### src/rtl/multicycle_ctrl_pkg.sv
// Shared MIPS decode constants and control encodings for the multi-cycle controller.
package mips_defs;

    localparam logic [5:0] OpRtype = 6'b000000;
    localparam logic [5:0] OpOri   = 6'b001101;
    localparam logic [5:0] OpLui   = 6'b001111;
    localparam logic [5:0] OpLw    = 6'b100011;
    localparam logic [5:0] OpSw    = 6'b101011;
    localparam logic [5:0] OpBeq   = 6'b000100;
    localparam logic [5:0] OpJ     = 6'b000010;
    localparam logic [5:0] OpJal   = 6'b000011;

    localparam logic [5:0] FunctAdd = 6'b100000;
    localparam logic [5:0] FunctSub = 6'b100010;
    localparam logic [5:0] FunctSll = 6'b000000;
    localparam logic [5:0] FunctJr  = 6'b001000;

    typedef enum logic [3:0] {
        AluAdd = 4'd0,
        AluSub = 4'd1,
        AluOr  = 4'd2,
        AluSll = 4'd3
    } alu_ctr_e;

    typedef enum logic [1:0] {
        PcSrcSeq    = 2'd0,
        PcSrcBranch = 2'd1,
        PcSrcJump   = 2'd2,
        PcSrcReg    = 2'd3
    } pc_src_e;

    typedef enum logic [1:0] {
        RegDstRt = 2'd0,
        RegDstRd = 2'd1,
        RegDstRa = 2'd2
    } reg_dst_e;

    typedef enum logic [1:0] {
        WdSelAlu = 2'd0,
        WdSelMem = 2'd1,
        WdSelPc  = 2'd2
    } wd_sel_e;

    typedef enum logic [1:0] {
        ExtZero = 2'd0,
        ExtSign = 2'd1,
        ExtLui  = 2'd2
    } ext_op_e;

    typedef enum logic [3:0] {
        StFetch   = 4'd0,
        StDecode  = 4'd1,
        StExeR    = 4'd2,
        StExeI    = 4'd3,
        StWbAlu   = 4'd4,
        StMemAddr = 4'd5,
        StMemRd   = 4'd6,
        StMemWr   = 4'd7,
        StWbMem   = 4'd8,
        StBranch  = 4'd9,
        StJump    = 4'd10
    } state_e;

endpackage

### src/rtl/multicycle_ctrl_mem_wait_timer.sv
// Wait-cycle counter for data-memory accesses; flags when the wait budget is spent.
module mem_wait_timer #(
    parameter int unsigned MEM_WAIT_MAX = 15,
    parameter int unsigned CNT_W        = 4
) (
    input  logic clk,
    input  logic reset,
    input  logic clear,
    input  logic count_en,
    output logic timeout
);

    logic [CNT_W-1:0] cnt_q, cnt_d;

    always_comb begin
        cnt_d = cnt_q;
        if (clear) begin
            cnt_d = '0;
        end else if (count_en) begin
            cnt_d = cnt_q + CNT_W'(1);
        end
    end

    always_ff @(posedge clk) begin
        if (!reset) begin
            cnt_q <= '0;
        end else begin
            cnt_q <= cnt_d;
        end
    end

    // MEM_WAIT_MAX of 0 disables the abort entirely.
    assign timeout = (MEM_WAIT_MAX != 0) && (cnt_q == CNT_W'(MEM_WAIT_MAX));

endmodule

### src/rtl/multicycle_ctrl.sv
// Multi-cycle MIPS control FSM: decodes Op/Funct from IR and sequences datapath strobes.
module multicycle_ctrl
    import mips_defs::*;
#(
    parameter int unsigned MEM_WAIT_MAX = 15,
    parameter int unsigned CNT_W        = 4
) (
    input  logic       clk,
    input  logic       reset,
    input  logic [5:0] Op,
    input  logic [5:0] Funct,
    input  logic       Zero,
    input  logic       Mem_Ready,
    output logic       PC_Write,
    output logic [1:0] PC_Src,
    output logic       IR_Write,
    output logic       Reg_Write,
    output logic [1:0] Reg_Dst,
    output logic [1:0] WD_Sel,
    output logic       ALU_SrcB,
    output logic [1:0] Ext_Op,
    output logic [3:0] ALU_Ctr,
    output logic       Mem_Read,
    output logic       Mem_Write,
    output logic       Instr_Done,
    output logic       Illegal,
    output logic       Mem_Err,
    output logic [3:0] State
);

    state_e state_q, state_d;
    logic   in_mem, timeout, timed_out;

    assign in_mem    = (state_q == StMemRd) || (state_q == StMemWr);
    assign timed_out = in_mem && timeout && !Mem_Ready;

    mem_wait_timer #(
        .MEM_WAIT_MAX(MEM_WAIT_MAX),
        .CNT_W       (CNT_W)
    ) u_mem_wait_timer (
        .clk     (clk),
        .reset   (reset),
        .clear   (!in_mem || Mem_Ready || timed_out),
        .count_en(in_mem && !Mem_Ready),
        .timeout (timeout)
    );

    always_ff @(posedge clk) begin
        if (!reset) begin
            state_q <= StFetch;
        end else begin
            state_q <= state_d;
        end
    end

    always_comb begin
        state_d    = state_q;
        PC_Write   = 1'b0;
        PC_Src     = PcSrcSeq;
        IR_Write   = 1'b0;
        Reg_Write  = 1'b0;
        Reg_Dst    = RegDstRt;
        WD_Sel     = WdSelAlu;
        ALU_SrcB   = 1'b0;
        Ext_Op     = ExtZero;
        ALU_Ctr    = AluAdd;
        Mem_Read   = 1'b0;
        Mem_Write  = 1'b0;
        Instr_Done = 1'b0;
        Illegal    = 1'b0;
        Mem_Err    = 1'b0;

        unique case (state_q)
            StFetch: begin
                IR_Write = 1'b1;
                PC_Write = 1'b1;
                state_d  = StDecode;
            end
            StDecode: begin
                case (Op)
                    OpRtype: begin
                        case (Funct)
                            FunctAdd, FunctSub, FunctSll: state_d = StExeR;
                            FunctJr:                      state_d = StJump;
                            default: begin
                                Illegal = 1'b1;
                                state_d = StFetch;
                            end
                        endcase
                    end
                    OpOri, OpLui: state_d = StExeI;
                    OpLw, OpSw:   state_d = StMemAddr;
                    OpBeq:        state_d = StBranch;
                    OpJ, OpJal:   state_d = StJump;
                    default: begin
                        Illegal = 1'b1;
                        state_d = StFetch;
                    end
                endcase
            end
            StExeR: begin
                case (Funct)
                    FunctSub: ALU_Ctr = AluSub;
                    FunctSll: ALU_Ctr = AluSll;
                    default:  ALU_Ctr = AluAdd;
                endcase
                state_d = StWbAlu;
            end
            StExeI: begin
                ALU_SrcB = 1'b1;
                if (Op == OpLui) begin
                    Ext_Op  = ExtLui;
                    ALU_Ctr = AluAdd;
                end else begin
                    Ext_Op  = ExtZero;
                    ALU_Ctr = AluOr;
                end
                state_d = StWbAlu;
            end
            StWbAlu: begin
                Reg_Write  = 1'b1;
                Reg_Dst    = (Op == OpRtype) ? RegDstRd : RegDstRt;
                Instr_Done = 1'b1;
                state_d    = StFetch;
            end
            StMemAddr: begin
                ALU_SrcB = 1'b1;
                Ext_Op   = ExtSign;
                ALU_Ctr  = AluAdd;
                state_d  = (Op == OpSw) ? StMemWr : StMemRd;
            end
            StMemRd: begin
                if (timed_out) begin
                    Mem_Err = 1'b1;
                    state_d = StFetch;
                end else begin
                    Mem_Read = 1'b1;
                    if (Mem_Ready) state_d = StWbMem;
                end
            end
            StMemWr: begin
                if (timed_out) begin
                    Mem_Err = 1'b1;
                    state_d = StFetch;
                end else begin
                    Mem_Write = 1'b1;
                    if (Mem_Ready) begin
                        Instr_Done = 1'b1;
                        state_d    = StFetch;
                    end
                end
            end
            StWbMem: begin
                Reg_Write  = 1'b1;
                WD_Sel     = WdSelMem;
                Instr_Done = 1'b1;
                state_d    = StFetch;
            end
            StBranch: begin
                ALU_Ctr    = AluSub;
                Ext_Op     = ExtSign;
                PC_Src     = PcSrcBranch;
                PC_Write   = Zero;
                Instr_Done = 1'b1;
                state_d    = StFetch;
            end
            StJump: begin
                PC_Write   = 1'b1;
                Instr_Done = 1'b1;
                if (Op == OpRtype) begin
                    PC_Src = PcSrcReg;
                end else begin
                    PC_Src = PcSrcJump;
                end
                if (Op == OpJal) begin
                    Reg_Write = 1'b1;
                    Reg_Dst   = RegDstRa;
                    WD_Sel    = WdSelPc;
                end
                state_d = StFetch;
            end
            default: state_d = StFetch;
        endcase

        // Held reset silences every strobe so an interrupted access never commits.
        if (!reset) begin
            PC_Write   = 1'b0;
            PC_Src     = PcSrcSeq;
            IR_Write   = 1'b0;
            Reg_Write  = 1'b0;
            Reg_Dst    = RegDstRt;
            WD_Sel     = WdSelAlu;
            ALU_SrcB   = 1'b0;
            Ext_Op     = ExtZero;
            ALU_Ctr    = AluAdd;
            Mem_Read   = 1'b0;
            Mem_Write  = 1'b0;
            Instr_Done = 1'b0;
            Illegal    = 1'b0;
            Mem_Err    = 1'b0;
        end
    end

    assign State = state_q;

endmodule

### config.mk
export PLATFORM = sky130hd
export DESIGN_NAME = multicycle_ctrl
export DESIGN_NICKNAME = d
export VERILOG_FILES = /design/src/rtl/multicycle_ctrl_pkg.sv /design/src/rtl/multicycle_ctrl_mem_wait_timer.sv /design/src/rtl/multicycle_ctrl.sv
export SDC_FILE = /design/constraint.sdc
export NUM_CORES = 1
export LEC_CHECK = 0
export CORE_ASPECT_RATIO = 0.6
export CORE_MARGIN = 5
export CORE_UTILIZATION = 41
export CTS_BUF_LIST = sky130_fd_sc_hd__clkbuf_8 sky130_fd_sc_hd__clkbuf_16
export DETAILED_ROUTE_END_ITERATION = 8
export PLACE_DENSITY = 0.86
export SLEW_MARGIN = 20
export SYNTH_ARGS = -nofsm -noshare
export SYNTH_HDL_FRONTEND = slang
export SYNTH_SLANG_ARGS = --single-unit
### constraint.sdc
create_clock -name clk -period 2.4 [get_ports clk]
set_clock_uncertainty 0.1 [all_clocks]
set_input_delay 0.72 -clock clk [delete_from_list [all_inputs] [get_ports clk]]
set_output_delay 0.72 -clock clk [all_outputs]
set_load 0.01 [all_outputs]
==> flow_summary.yaml <==
run_status:
  status: "finished, violations left"
  violations: "negative setup slack"
cells_and_area:
  seq_area_um2: 171
  stdcell_area_um2: 1800
  drive_gt1_frac: 0.587
  n_antenna_cell: 0
  areaGrowthSynthToFinish_pct: 95.9
  nets: 227
  fill_cells: 116
  multi_input_area_um2: 865
worst_setup_path:
  cp_max_fo: 4
  path_cells: "buf_8 -> nand2_4 -> or4_4 -> a22oi_2 -> nor3_2 -> buf_2"
  rrSetupSlack_ps: 750
  cp.arrival_ps: 1780
  critPathMaxStageDelay_ps: 550
  crit_slowest_cell: "or4_4"
  crit_type: "input port to output pin"
  required_ps: 1580
  startpoint_type: "input port"
  critPathCaptureType: "output pin"
floorplanning:
  die_h_um: 46.7
  row_count: 13
  core_area_um2: 2150
  ios: 41
  die_w_um: 71.1
  dieArea_um2: 3320
  start_util: 0.428
timing:
  setup_viol: 8
  worst_slack_ps: -198
  worstMarginPinSlew_ps: 592
  hold_violations: 0
  slew_headroom: 0.600
  drv_slew: 0
  hold_slack_ps: 363
  rsz0062_at_grt: "yes"
  fmax_mhz: 385
  fin_crit_sh: 1.08
  min_period_ps: 2600
synthesis:
  ys_top_cells_by_count: "nor2_1 (15), nand2_1 (11), dfxtp_1 (8), nor3_1 (7)"
  synth-simple-area-share: 0.433
  synthCells: 132
  synth_mux_area_frac: 0.0231
  ys_warn_count: 0
  synthTopCellsByArea: "dfxtp_1 (17%), nor2_1 (6.1%), nand2_1 (4.5%)"
  async_reset_ff_frac: 0
  synthAdderAreaFrac: 0.0136
  yosys_register_bits: 8
  yosysMostFrequentCell: "nor2_1"
  synth_top_area_share: 0.174
  synth-xor-area-share: 0.0476
  synth-compound-area-share: 0.218
  synthFlopType: "dfxtp_1"
  yosysSeqAreaShare: 0.174
  synth_area_leader_cell: "dfxtp_1"
  synth_cell_types: 46
  synth_top_family_by_area: "simple AND/OR/NAND/NOR gates"
  netlist_area_um2: 920
  synth_edf_count: 0
  synth.avg_cell_area_um2: 6.97
power_and_ir_drop:
  vdd_drop_max_mv: 0.472
  leakagePower_nw: 0.770
  power_density_nw_per_um2: 286
  power_uw: 515
job:
  drv_cap: 0
place:
  port_buffers: 38
  placed_area_um2: 1600
  place_hpwl_mm: 2.71
  gp_congestion: 0.898
clocking:
  cts_buffers: 3
  htreeDepth: 1
  path_clk_slew_ps: 40
  hold_buffers: 0
  clockRootBuffer: "clkbuf_8"
  clk_path_buf_depth: 2
  clk_latency_ps: 230
  cts.sinks: 8
  cts_tree: "yes"
grt:
  antenna_found_initial: 0
  grt_overflow: 0
  grt_max_degree: 17
  grt_pass1_vias: 1419
  grtUsageTotal: 0.268
  grt_pass1_wl_mm: 6.80
routing:
  dr.pass1.iters: 5
  routed_via_density: 6.18
  wl_mm: 4.89
  drc: 0
  via_count: 1471
  drt_iter0_markers: 156
  ant_nets: 0
  wl_per_cell_um: 20.6
worst_hold_path:
  holdCritPathClass: "flip-flop to flip-flop"
## metal layers
metal / vias to the layer above / part of all wire / wire length, um / global-route usage
met5: - / 0 / 0 / 0
met4: 0 / 0.063 / 308 / 0.127
met3: 47 / 0.13 / 631 / 0.0697
met2: 130 / 0.43 / 2100 / 0.465
met1: 667 / 0.38 / 1850 / 0.317
li1: 627 / - / - / -
## registers in the layout, indices dropped and copies added, names as in the netlist
| register | cells |
|---|---|
| u_mem_wait_timer.cnt_q | 4 |
| State | 4 |
## worst max-delay path, delay by kind of cell
kind	cells	cell delay, ps
AO/OA/AOI/OAI	1	180
buffers and inverters	2	230
AND/OR/NAND/NOR	3	650
## logic make-up (layout without fill, tap and decap cells)
group	count (synthesis)	after routing
flip-flops	8	8
multiplexers	2	2
buffers and inverters	16	91
XOR/XNOR	5	5
adder cells (fa/ha/maj)	1	1
AND/OR/NAND/NOR	70	70
AO/OA/AOI/OAI	29	29
other	1	2
## cells in the final DEF (no fill, tap or decap), types with 4 or more instances in the layout
| cell | synthesis | routed |
|---|---|---|
| a31oi_1 | 4 | 4 |
| buf_2 | 6 | 14 |
| buf_4 | 3 | 43 |
| buf_6 | 0 | 8 |
| buf_8 | 0 | 4 |
| clkbuf_2 | 1 | 5 |
| clkdlybuf4s50_1 | 0 | 5 |
| inv_1 | 5 | 4 |
| nand2_1 | 11 | 10 |
| nand2b_1 | 4 | 4 |
| nor2_1 | 15 | 9 |
| nor2_4 | 0 | 4 |
| nor3_2 | 0 | 4 |
| o21ai_0 | 5 | 5 |
## repair_timing
item                                    in CTS  in global routing
gates resized for setup                    154                 37
gates cloned                                 0                  0
buffers inserted                             3                  2
endpoints found under the setup margin      19                 17
pin swaps                                   21                 15
## through the flow
| step | setup slack [ps] | TNS, ps | std cells | utilization |
|---|---|---|---|---|
| 6_report | -198 | -804 | 238 | 0.839 |
| 5_1_grt | -249 | -1310 | 238 | 0.839 |
| 4_1_cts | -214 | -817 | 236 | 0.794 |
| 3_5_place_dp | -1020 | -15610 | 231 | 0.747 |
| 3_3_place_gp | -982 | -14870 | 231 | 0.747 |
| 2_1_floorplan | 26.4 | 0 | 133 | - |
## final timing paths
kind / cells past startpoint / end / startpoint
max: 6 / ALU_Ctr[1] / Op[2]
min: 1 / u_mem_wait_timer.cnt_q[0] / u_mem_wait_timer.cnt_q[0]
max reg2reg: 5 / State[3] / State[1]
min reg2reg: 1 / u_mem_wait_timer.cnt_q[0] / u_mem_wait_timer.cnt_q[0]
## area by class of cell
class,count,area share
sequential,8,0.0951
clock buffer,3,0.0229
tap,30,0.0208
multi-input combinational,109,0.480
timing repair buffer,83,0.371
inverter,5,0.0104
## where the power goes
part / internal, mW / switching [mW] / total, mW
clock network: 0.109 / 0.0574 / 0.166
registers: 0.134 / 0.00642 / 0.141
logic: 0.106 / 0.102 / 0.208
total: 0.349 / 0.166 / 0.515
Note: power is estimated with default switching activity, not from simulation.
